**config.mk**
```make
export PLATFORM = sky130hd
export DESIGN_NAME = imem_loader
export DESIGN_NICKNAME = d
export VERILOG_FILES = /design/src/rtl/imem_loader.sv
export SDC_FILE = /design/constraint.sdc
export NUM_CORES = 1
export LEC_CHECK = 0
export CAP_MARGIN = 20
export CORE_ASPECT_RATIO = 1.2
export CORE_MARGIN = 10
export CORE_UTILIZATION = 47
export CTS_CLUSTER_DIAMETER = 60
export DETAILED_ROUTE_END_ITERATION = 6
export PLACE_DENSITY_LB_ADDON = 0.05
export SYNTH_ARGS = -nofsm -noshare
export SYNTH_HDL_FRONTEND = slang
export SYNTH_SLANG_ARGS = --single-unit
```
**constraint.sdc**
```tcl
create_clock -name clk -period 2.9 [get_ports clk]
set_clock_uncertainty 0.2 [all_clocks]
set_input_delay 0.725 -clock clk [delete_from_list [all_inputs] [get_ports clk]]
set_output_delay 0.725 -clock clk [all_outputs]
set_load 0.03 [all_outputs]
```
**src/rtl/imem_loader.sv**
```systemverilog
// imem_loader: byte-stream program loader into instruction memory, holding the CPU until loaded.
// Optional IMEM_LOADER_CHECKSUM_EN adds a CHECK state verifying a 32-bit sum trailer.
module imem_loader #(
    parameter int          DEPTH_WORDS = 256,
    parameter logic [31:0] BASE_ADDR   = 32'h0000_0000
) (
    input  logic        clk,
    input  logic        rst_n,
    input  logic        start_i,
    input  logic        byteValid_i,
    input  logic [7:0]  byteData_i,
    output logic        byteReady_o,
    output logic        memWriteEnable_o,
    output logic [31:0] memWriteAddress_o,
    output logic [31:0] memWriteData_o,
    output logic        cpuHold_o,
    output logic        done_o,
    output logic        error_o,
    output logic [31:0] wordCount_o
);
`ifdef IMEM_LOADER_CHECKSUM_EN
    typedef enum logic [2:0] {IDLE, LEN, DATA, WRITE, DONE, ERROR, CHECK} state_t;
    localparam state_t FIN = CHECK;
    logic [31:0] sum_q, sum_d;
`else
    typedef enum logic [2:0] {IDLE, LEN, DATA, WRITE, DONE, ERROR} state_t;
    localparam state_t FIN = DONE;
`endif
    state_t      state_q, state_d;
    logic [1:0]  idx_q, idx_d;
    logic [23:0] shift_q, shift_d;
    logic [31:0] len_q, len_d, addr_q, addr_d, data_q, data_d, count_q, count_d;
    logic        xfer, last;
    logic [31:0] word;
    assign xfer = byteReady_o && byteValid_i;
    assign last = xfer && idx_q == 2'd3;
    // the three earlier bytes sit in shift_q, so the current byte completes the word
    assign word = {byteData_i, shift_q};
    always_ff @(posedge clk or negedge rst_n) begin
        if (!rst_n) begin
            state_q <= IDLE;
            idx_q   <= '0;
            shift_q <= '0;
            len_q   <= '0;
            addr_q  <= '0;
            data_q  <= '0;
            count_q <= '0;
`ifdef IMEM_LOADER_CHECKSUM_EN
            sum_q   <= '0;
`endif
        end else begin
            state_q <= state_d;
            idx_q   <= idx_d;
            shift_q <= shift_d;
            len_q   <= len_d;
            addr_q  <= addr_d;
            data_q  <= data_d;
            count_q <= count_d;
`ifdef IMEM_LOADER_CHECKSUM_EN
            sum_q   <= sum_d;
`endif
        end
    end
    always_comb begin
        state_d = state_q;
        idx_d   = xfer ? idx_q + 2'd1 : idx_q;
        shift_d = xfer ? {byteData_i, shift_q[23:8]} : shift_q;
        len_d   = len_q;
        addr_d  = addr_q;
        data_d  = data_q;
        count_d = count_q;
`ifdef IMEM_LOADER_CHECKSUM_EN
        sum_d   = sum_q;
`endif
        case (state_q)
            IDLE, DONE, ERROR: if (start_i) begin
                state_d = LEN;
                idx_d   = '0;
                count_d = '0;
`ifdef IMEM_LOADER_CHECKSUM_EN
                sum_d   = '0;
`endif
            end
            LEN: if (last) begin
                len_d   = word;
                state_d = word == 32'd0 ? FIN : (word > 32'(DEPTH_WORDS) ? ERROR : DATA);
            end
            DATA: if (last) begin
                state_d = WRITE;
                addr_d  = BASE_ADDR + {count_q[29:0], 2'b00};
                data_d  = word;
            end
            WRITE: begin
                count_d = count_q + 32'd1;
                state_d = count_q + 32'd1 == len_q ? FIN : DATA;
`ifdef IMEM_LOADER_CHECKSUM_EN
                sum_d   = sum_q + data_q;
`endif
            end
`ifdef IMEM_LOADER_CHECKSUM_EN
            CHECK: if (last) state_d = word == sum_q ? DONE : ERROR;
`endif
            default: ;
        endcase
    end
    always_comb begin
`ifdef IMEM_LOADER_CHECKSUM_EN
        byteReady_o = state_q == LEN || state_q == DATA || state_q == CHECK;
`else
        byteReady_o = state_q == LEN || state_q == DATA;
`endif
        memWriteEnable_o  = state_q == WRITE;
        memWriteAddress_o = addr_q;
        memWriteData_o    = data_q;
        cpuHold_o         = !(state_q == IDLE || state_q == DONE);
        done_o            = state_q == DONE;
        error_o           = state_q == ERROR;
        wordCount_o       = count_q;
    end
endmodule

```
==> results_dict.tcl, run 1 <==
set metrics [dict create \
    synth-edff-count 0 \
    drive_above_1_share 0.290 \
    grt_pass1_wl_um 33400 \
    postCtsSetupBuffers 0 \
    syn_avg_cell_area_um2 11.7 \
    max-vdd-ir-drop_mv 0.372 \
    preCtsSetupSlack_ns 0.0525 \
    dp_hpwl_um 15300 \
    rsz0062_at_grt "no" \
    period_minus_slack_ns 2.80 \
    min_period_over_period 0.964 \
    finalInstanceArea_um2 9830 \
    synthCells 651 \
    clkSlewWorstSetupHoldPaths_ns 0.07 \
    hp-class "in2async" \
    synth_ff_type "dfrtp_1" \
    p_leak_nw 4.44 \
    ios 113 \
    fmax_mhz 358 \
    chipHeight_um 160 \
    postCtsHoldBufs 0 \
    fp.dieW_um 136 \
    crit_chain "buf_4, clkdlybuf4s50_1" \
    first_global_vias 5855 \
    cp-end-kind "output pin" \
    grt_max_degree 63 \
    coreArea_um2 15800 \
    drt_iter0_drc 427 \
    area_delta_synth_final_pct 28.8 \
    remaining_drc_errors 0 \
    yosys.cell_types.count 70 \
    hold_viol 0 \
    drtPass1Iterations 4 \
    htree_levels 4 \
    grt_antenna_before_repair 0 \
    slowest_stage "clkdlybuf4s50_1" \
    yosys_warnings 0 \
    finalSetupTns_ns 0 \
    startpoint_type "flip-flop" \
    layout_setup_ws_ns 0.105 \
    seq_area_frac_synth 0.508 \
    critPathRequiredTime_ns 1.98 \
    drv_cap 0 \
    clockBufferDepth 2 \
    cp-startpoint "wordCount_o[21]$_DFFE_PN0P_" \
    status "complete, no violations" \
    cts_root_buf "clkbuf_16" \
    power_mw 4.45 \
    numCtsBuffers 17 \
    rows 50 \
    report.final.slew_viol_count 0 \
    detail_route.wl_per_cell_um 20.4 \
    timing.rr.end "state_q[1]$_DFFE_PN0P_" \
    path_max_fanout 10 \
    reg2reg_slack_ns 0.13 \
    cp_slowest_stage_delay_ns 0.67 \
    grt_use_total 0.193 \
    placedInstanceArea_um2 9260 \
    cts_sinks 155 \
    vias 5688 \
    path_class "reg2out" \
    io_buffers 110 \
    n_antenna_cell 0 \
    async_reset_ff_frac 1.00 \
    die_area_um2 21700 \
    synth_area_um2 7630 \
    rr_startpoint "wordCount_o[0]$_DFFE_PN0P_" \
    fin_hold_ws_ns 0.0186 \
    synth-seq-cells 155 \
    viasPerCell 5.61 \
    cts_tree "built" \
    power.density_nw_per_um2 453 \
    ant_nets 0 \
    place_congestion 0.894 \
    wirelength_um 20700 \
    finalNetCount 807 \
    insertion_delay_ns 0.43 \
    initial_core_util 0.484 \
    setup_viol 0 \
    reg2reg_depth 10 \
    arrival_ns 1.87 \
    gr-total-overflow 0 \
]
[layout by cell type, fill, tap and decap left out, types with 3 or more instances in the layout]
cell type	count
a21oi_1	19
a31oi_1	7
and2_1	6
and3_1	7
and4_1	5
buf_12	4
buf_4	55
clkbuf_16	17
clkdlybuf4s50_1	105
dfrtp_1	155
inv_1	5
inv_6	5
inv_8	4
mux2_2	118
nand2_1	28
nand3_1	10
nand4_1	18
nand4_2	3
nor2_1	37
nor3_1	8
nor3_2	4
nor4_1	8
nor4_4	4
o21ai_0	48
o31ai_1	13
o41ai_1	5
xnor2_1	26
xor2_1	18
[layout make-up]
cell class	instances	area (um^2)
Fill cell	1300	5940
Multi-Input combinational cell	445	3510
Inverter	6	22.5
Clock buffer	18	429
Clock inverter	14	151
Timing Repair Buffer	168	1580
Sequential cell	155	3880
Tap cell	208	260
[power breakdown]
group	leakage, nW	switching, mW	internal, mW
logic	2.17	0.0587	0.0288
clock network	0.280	0.979	1.22
registers	1.99	0.00149	2.16
[sequential cells by signal, indices dropped and copies added (netlist names)]
register and cells:
len_q 32, memWriteData_o 32, wordCount_o 32, memWriteAddress_o 30, shift_q 24, state_q 3
idx_q 2
[cell families after synthesis]
family / after synthesis / share of synthesized area
fa+ha+maj: 2 / 0.00328
flops: 155 / 0.508
compound gates: 114 / 0.0928
buf+inv: 52 / 0.0340
simple gates: 163 / 0.132
mux: 119 / 0.175
other cells: 1 / 0.000492
xor+xnor: 45 / 0.0536
[routing by layer]
metal	part of all wire	GRT usage	wire length [um]
met5	0	0	0
met4	0.0093	0.0548	193
met3	0.059	0.0495	1210
met2	0.48	0.300	9920
met1	0.45	0.258	9360
[metrics by stage]
stage / util / std cells
global route: 0.623 / 1014
floorplan: - / 652
CTS: 0.624 / 1014
global placement: 0.587 / 982
detailed placement: 0.587 / 982
finish: 0.623 / 1014
[critical path, delay by kind of cell, from the launching register on]
family,cells,cell delay (ns)
buffers and inverters,2,0.88
DFF,1,0.57
[cells in the mapped netlist (8+ instances only)]
master | number | area (um^2)
a21oi_1 | 19 | 95.1
buf_2 | 9 | 45.0
clkbuf_1 | 28 | 105
dfrtp_1 | 155 | 3880
mux2_2 | 118 | 1330
nand2_1 | 28 | 105
nand3_1 | 10 | 50.1
nand4_1 | 18 | 113
nor2_1 | 37 | 139
nor3_1 | 9 | 45.0
nor4_1 | 8 | 50.1
o21ai_0 | 48 | 240
o31ai_1 | 13 | 97.6
xnor2_1 | 26 | 228
xor2_1 | 18 | 158
[worst max path at each step]
stage | endpoint | slack, ns | cells past startpoint
after global placement | state_q[1]$_DFFE_PN0P_ | 0.11 | 10
after CTS | byteReady_o | 0.08 | 4
after floorplan | state_q[2]$_DFFE_PN0P_ | 0.16 | 8
after detailed placement | state_q[1]$_DFFE_PN0P_ | 0.05 | 10
after global routing | state_q[1]$_DFFE_PN0P_ | 0.04 | 10
final | wordCount_o[21] | 0.10 | 2
[what timing repair did]
action                     CTS  global route
pin swaps                    0             0
setup endpoints to repair    3             1
resized for setup            3             2
Note: power is estimated with default switching activity, not from simulation.
==> run 2, diff against run 1 <==
MAX_ROUTING_LAYER = met4   (was default)
clock period = 2.75 ns   (was 2.9 ns; I/O delays follow)
==> run 2 against run 1 <==
Against the previous run:
- clock power grew 14%
- wire length shrank 0.48%
- register-to-register slack lost 0.03 ns
- non-clock buffer count grew 2
- sequential power grew 6%
- via count grew 0.88%
- power grew 9.6%
- sequential share of layout area shrank 0.46 points
- clock-buffer cell count is the same
- flip-flop and latch count is the same
- final cell count grew 0.20%
- setup slack lost 0.0087 ns
- highest routed layer unchanged
==> results_dict.tcl, run 2 (same netlist as run 1, synthesis figures left out) <==
set metrics [dict create \
    wl_met3_um 1030 \
    first_global_vias 5692 \
    cp_slowest_stage_delay_ns 0.47 \
    chipHeight_um 160 \
    max_slew_margin 0.655 \
    io_buffers 110 \
    initial_core_util 0.484 \
    status "complete, no violations" \
    viasPerCell 5.65 \
    finalNetCount 809 \
    path_max_fanout 7 \
    placedInstanceArea_um2 9290 \
    fmax_mhz 377 \
    grt_pass1_wl_um 32500 \
    die_area_um2 21700 \
    insertion_delay_ns 0.43 \
    grt_max_degree 60 \
    rr_startpoint "wordCount_o[8]$_DFFE_PN0P_" \
    n_antenna_cell 0 \
    m1WireLength_um 9520 \
    remaining_drc_errors 0 \
    final_common_cell "dfrtp_1" \
    seqCellArea_um2 3890 \
    nFillCells 1301 \
    drt_iter0_drc 287 \
    crit_family "simple AND/OR/NAND/NOR gates" \
    timing.rr.end "state_q[1]$_DFFE_PN0P_" \
    period_minus_slack_ns 2.65 \
    wl_met2_um 9620 \
    reg2reg_depth 8 \
    path_class "reg2reg" \
    coreArea_um2 15800 \
    vias 5738 \
    wirelength_um 20600 \
    area_delta_synth_final_pct 30.6 \
    cts_sinks 155 \
    grt_use_total 0.195 \
    rows 50 \
    hold_viol 0 \
    p_leak_nw 4.51 \
    drive_above_1_share 0.302 \
    cp_num_buf_inv 2 \
    min_period_over_period 0.965 \
    critPathRequiredTime_ns 2.85 \
    htree_levels 4 \
    startpoint_type "flip-flop" \
    ant_nets 0 \
    arrival_ns 2.76 \
    report.final.slew_viol_count 0 \
    crit_path_frequent_cell "buf_4" \
    final_util 0.632 \
    detail_route.wl_per_cell_um 20.3 \
    setup_viol 0 \
    drtPass1Iterations 5 \
    cts_root_buf "clkbuf_16" \
    max-vdd-ir-drop_mv 0.466 \
    numCtsBuffers 17 \
    slowest_stage "dfrtp_1" \
    fp.dieW_um 136 \
    grt_antenna_before_repair 0 \
    clockBufferDepth 2 \
    dp_hpwl_um 15200 \
    finalInstanceArea_um2 9970 \
    drv_cap 0 \
    ios 113 \
    gr-total-overflow 0 \
    hp-class "in2async" \
    clkSlewWorstSetupHoldPaths_ns 0.06 \
    crit_chain "buf_4, and4_1, nand3_1, o41ai_1, buf_4, nand4_1, nor4b_4, a21oi_1" \
    cp-end-kind "flip-flop" \
    place_congestion 0.906 \
    final_cell_mix "dfrtp_1, mux2_2, clkdlybuf4s50_1, buf_4, o21ai_0" \
    top_layer "met4" \
    reg2reg_slack_ns 0.1 \
    power.density_nw_per_um2 490 \
    tightest_slew_ns 0.517 \
    cts_tree "built" \
    multi_input_area_um2 3540 \
]
run 2: cell count changes in the layout (fill, tap and decap cells not counted), sizes merged:
cell,change
clkbuf,-1
inv,-1
buf,+2
clkdlybuf4s50,-2
dlymetal6s2s,+2
bufinv,+2
clkdlybuf4s15,+1
clkinvlp,-1
run 2: per-layer routing:
metal | GRT usage | up-vias
li1 | - | 2675
met1 | 0.262 | 2873
met2 | 0.289 | 162
met3 | 0.0322 | 28
met4 | 0.0703 | 0
met5 | - | -
run 2: metrics by stage:
stage | setup TNS [ns] | hold WS (ns) | cells | power, mW | worst slack, ns
5_1_grt | -0.000303 | 0.0263 | 1016 | 5.05 | -0.000303
4_1_cts | 0 | 0.0171 | 1015 | 4.93 | 0.000435
6_report | 0 | 0.00507 | 1016 | 4.88 | 0.0958
3_3_place_gp | 0 | 0.289 | 983 | 2.41 | 0.0461
2_1_floorplan | 0 | 0.192 | 652 | 2.33 | 0.00940
3_5_place_dp | -0.112 | 0.295 | 983 | 2.42 | -0.0631
run 2: worst max path at each step:
| stage | cells past startpoint | end | from |
|---|---|---|---|
| after floorplan | 8 | state_q[2]$_DFFE_PN0P_ | wordCount_o[0]$_DFFE_PN0P_ |
| after global placement | 8 | state_q[1]$_DFFE_PN0P_ | byteData_i[6] |
| after detailed placement | 8 | state_q[1]$_DFFE_PN0P_ | byteData_i[6] |
| after CTS | 2 | cpuHold_o | state_q[0]$_DFFE_PN0P_ |
| after global routing | 9 | state_q[1]$_DFFE_PN0P_ | wordCount_o[1]$_DFFE_PN0P_ |
| final | 8 | state_q[1]$_DFFE_PN0P_ | wordCount_o[8]$_DFFE_PN0P_ |
run 2: where the power goes:
part / internal, mW / switching (mW)
clock: 1.47 / 1.04
sequential: 2.28 / 0.00187
combinational: 0.0276 / 0.0609
run 2: what timing repair did:
item,CTS,global route
pin swaps,0,2
resized for setup,4,13
endpoints found under the setup margin,4,5
hold buffers,0,0
cloned,0,0
setup buffers,0,1
run 2: cell type report:
cell class                 instances  area share
multi-input combinational        445       0.355
clock inverter                    14      0.0203
inverter                           6     0.00226
clock buffer                      18      0.0431
timing repair buffer             170       0.163
tap                              208      0.0261
sequential                       155       0.390
==> run 3, diff against run 2 <==
GPL_TIMING_DRIVEN = 0   (was default)
==> run 3 against run 2 <==
Against the previous run:
- the run now ends with negative hold slack, negative setup slack left
- power shrank 1.5%
- maximum frequency shrank 3.6%
- wire length grew 4.5%
- global-route usage grew 0.96 points
==> results_dict.tcl, run 3 (same netlist as run 1, synthesis figures left out) <==
set metrics [dict create \
    status "finished with violations" \
    violations "negative hold slack, negative setup slack" \
    preCtsSetupSlack_ns -0.799 \
    grt_max_degree 105 \
    n_antenna_cell 0 \
    drv_cap 0 \
    max-vdd-ir-drop_mv 0.388 \
    power_frac_comb 0.017 \
    cp_num_buf_inv 3 \
    hold_viol 10 \
    finalNetCount 801 \
    power_frac_clock 0.508 \
    tightest_slew_ns 0.726 \
    cts_sinks 155 \
    coreArea_um2 15800 \
    cp_slowest_stage_delay_ns 0.54 \
    insertion_delay_ns 0.43 \
    wirelength_um 21500 \
    path_max_fanout 10 \
    startpoint_type "input pin" \
    fmax_mhz 363 \
    initial_core_util 0.484 \
    htree_levels 4 \
    critPathRequiredTime_ns 2.86 \
    fp.dieW_um 136 \
    drtPass1Iterations 5 \
    finalSetupTns_ns -0.00684 \
    rows 50 \
    vias 5805 \
    switching_share 0.230 \
    report.final.slew_viol_count 0 \
    ant_nets 0 \
    finalInstanceArea_um2 9870 \
    power.density_nw_per_um2 487 \
    cts_tree "built" \
    layout_setup_ws_ns -0.00330 \
    fin_hold_ws_ns -0.0106 \
    max_slew_margin 0.516 \
    remaining_drc_errors 0 \
    place_inst 971 \
    internal_power_mw 3.70 \
    numCtsBuffers 17 \
    dp_hpwl_um 15700 \
    arrival_ns 2.87 \
    cts_root_buf "clkbuf_16" \
    viasPerCell 5.76 \
    placedInstanceArea_um2 9030 \
    drive_above_1_share 0.283 \
    slowest_stage "clkdlybuf4s50_1" \
    place_congestion 0.922 \
    setup_viol 3 \
    first_global_vias 5866 \
    rsz0062_at_grt "yes" \
    clkSlewWorstSetupHoldPaths_ns 0.07 \
    area_delta_synth_final_pct 29.4 \
    final_cell_mix "dfrtp_1, mux2_2, clkdlybuf4s50_1, o21ai_0, nor2_1" \
    period_minus_slack_ns 2.75 \
    crit_family "buffers and inverters" \
    final_common_cell "dfrtp_1" \
    nFillCells 1267 \
    cp-end-kind "flip-flop" \
    finalNonFillerCells 1008 \
    chipHeight_um 160 \
    grt_antenna_before_repair 0 \
    clockBufferDepth 2 \
    min_period_over_period 1.00 \
    drt_iter0_drc 412 \
    die_area_um2 21700 \
    io_buffers 110 \
    path_class "in2reg" \
    power.switching_mw 1.10 \
    ios 113 \
    grt_pass1_wl_um 33900 \
    p_leak_nw 4.41 \
    grt_use_total 0.204 \
    gr-total-overflow 0 \
    reg2reg_slack_ns 0.10 \
    postCtsHoldBufs 0 \
    hp-class "in2async" \
    detail_route.wl_per_cell_um 21.3 \
    seqPwrFrac 0.475 \
    crit_chain "clkdlybuf4s50_1, nand2_1, nor4_4, buf_4, buf_1, mux2_2" \
]
## run 3: cell count changes in the layout (fill, tap and decap cells not counted), moves of 3 or more
cell,previous run,this run
nand4_4,1,4
clkbuf_2,0,4
clkbuf_4,0,4
dfrtp_1,148,151
nand4_2,3,0
buf_12,6,0
dfrtp_2,7,4
buf_4,55,17
buf_6,1,7
clkbuf_1,1,15
buf_2,0,4
## run 3: metal layers
| layer | vias to the layer above | GRT usage | wire [um] |
|---|---|---|---|
| met5 | - | - | 0 |
| li1 | 2667 | - | - |
| met2 | 194 | 0.310 | 10200 |
| met3 | 45 | 0.0410 | 1240 |
| met4 | 0 | 0.0708 | 520 |
| met1 | 2899 | 0.265 | 9530 |
## run 3: final cells by class
type                       count  area, um^2  area share
sequential                   155        3880       0.393
timing repair buffer         123        1220       0.124
clock buffer                  18         439      0.0445
inverter                       6        27.5     0.00279
clock inverter                14         178      0.0180
multi-input combinational    445        3630       0.368
buffer                        39         228      0.0231
tap                          208         260      0.0264
## run 3: power groups by stage
stage | logic, mW | registers (mW) | clock network, mW
finish | 0.0806 | 2.28 | 2.44
global route | 0.0917 | 2.28 | 2.59
detailed placement | 0.0836 | 2.32 | 0
global placement | 0.0769 | 2.33 | 0
CTS | 0.0843 | 2.28 | 2.48
floorplan | 0.00919 | 2.32 | 0
## run 3: per-stage QoR
stage / power, mW / util
floorplan: 2.33 / -
global placement: 2.40 / 0.570
detailed placement: 2.41 / 0.573
CTS: 4.85 / 0.621
global route: 4.96 / 0.626
finish: 4.81 / 0.626
## run 3: worst paths after layout
| kind | startpoint | end | cells past startpoint |
|---|---|---|---|
| max in group asynchronous | rst_n | shift_q[16]$_DFFE_PN0P_ | 2 |
| hold / removal | rst_n | memWriteAddress_o[6]$_DFFE_PN0P_ | 1 |
| hold reg to reg | memWriteAddress_o[25]$_DFFE_PN0P_ | memWriteAddress_o[25]$_DFFE_PN0P_ | 1 |
| min in group clk | memWriteAddress_o[25]$_DFFE_PN0P_ | memWriteAddress_o[25]$_DFFE_PN0P_ | 1 |
| setup reg to reg | wordCount_o[0]$_DFFE_PN0P_ | state_q[1]$_DFFE_PN0P_ | 8 |
| setup / recovery | byteValid_i | memWriteAddress_o[4]$_DFFE_PN0P_ | 6 |
## run 3: repair_timing
action,in CTS,in global routing
resized for setup,32,26
pin swaps,3,2
setup endpoints to repair,101,66
gates cloned,0,0
setup buffers,7,5
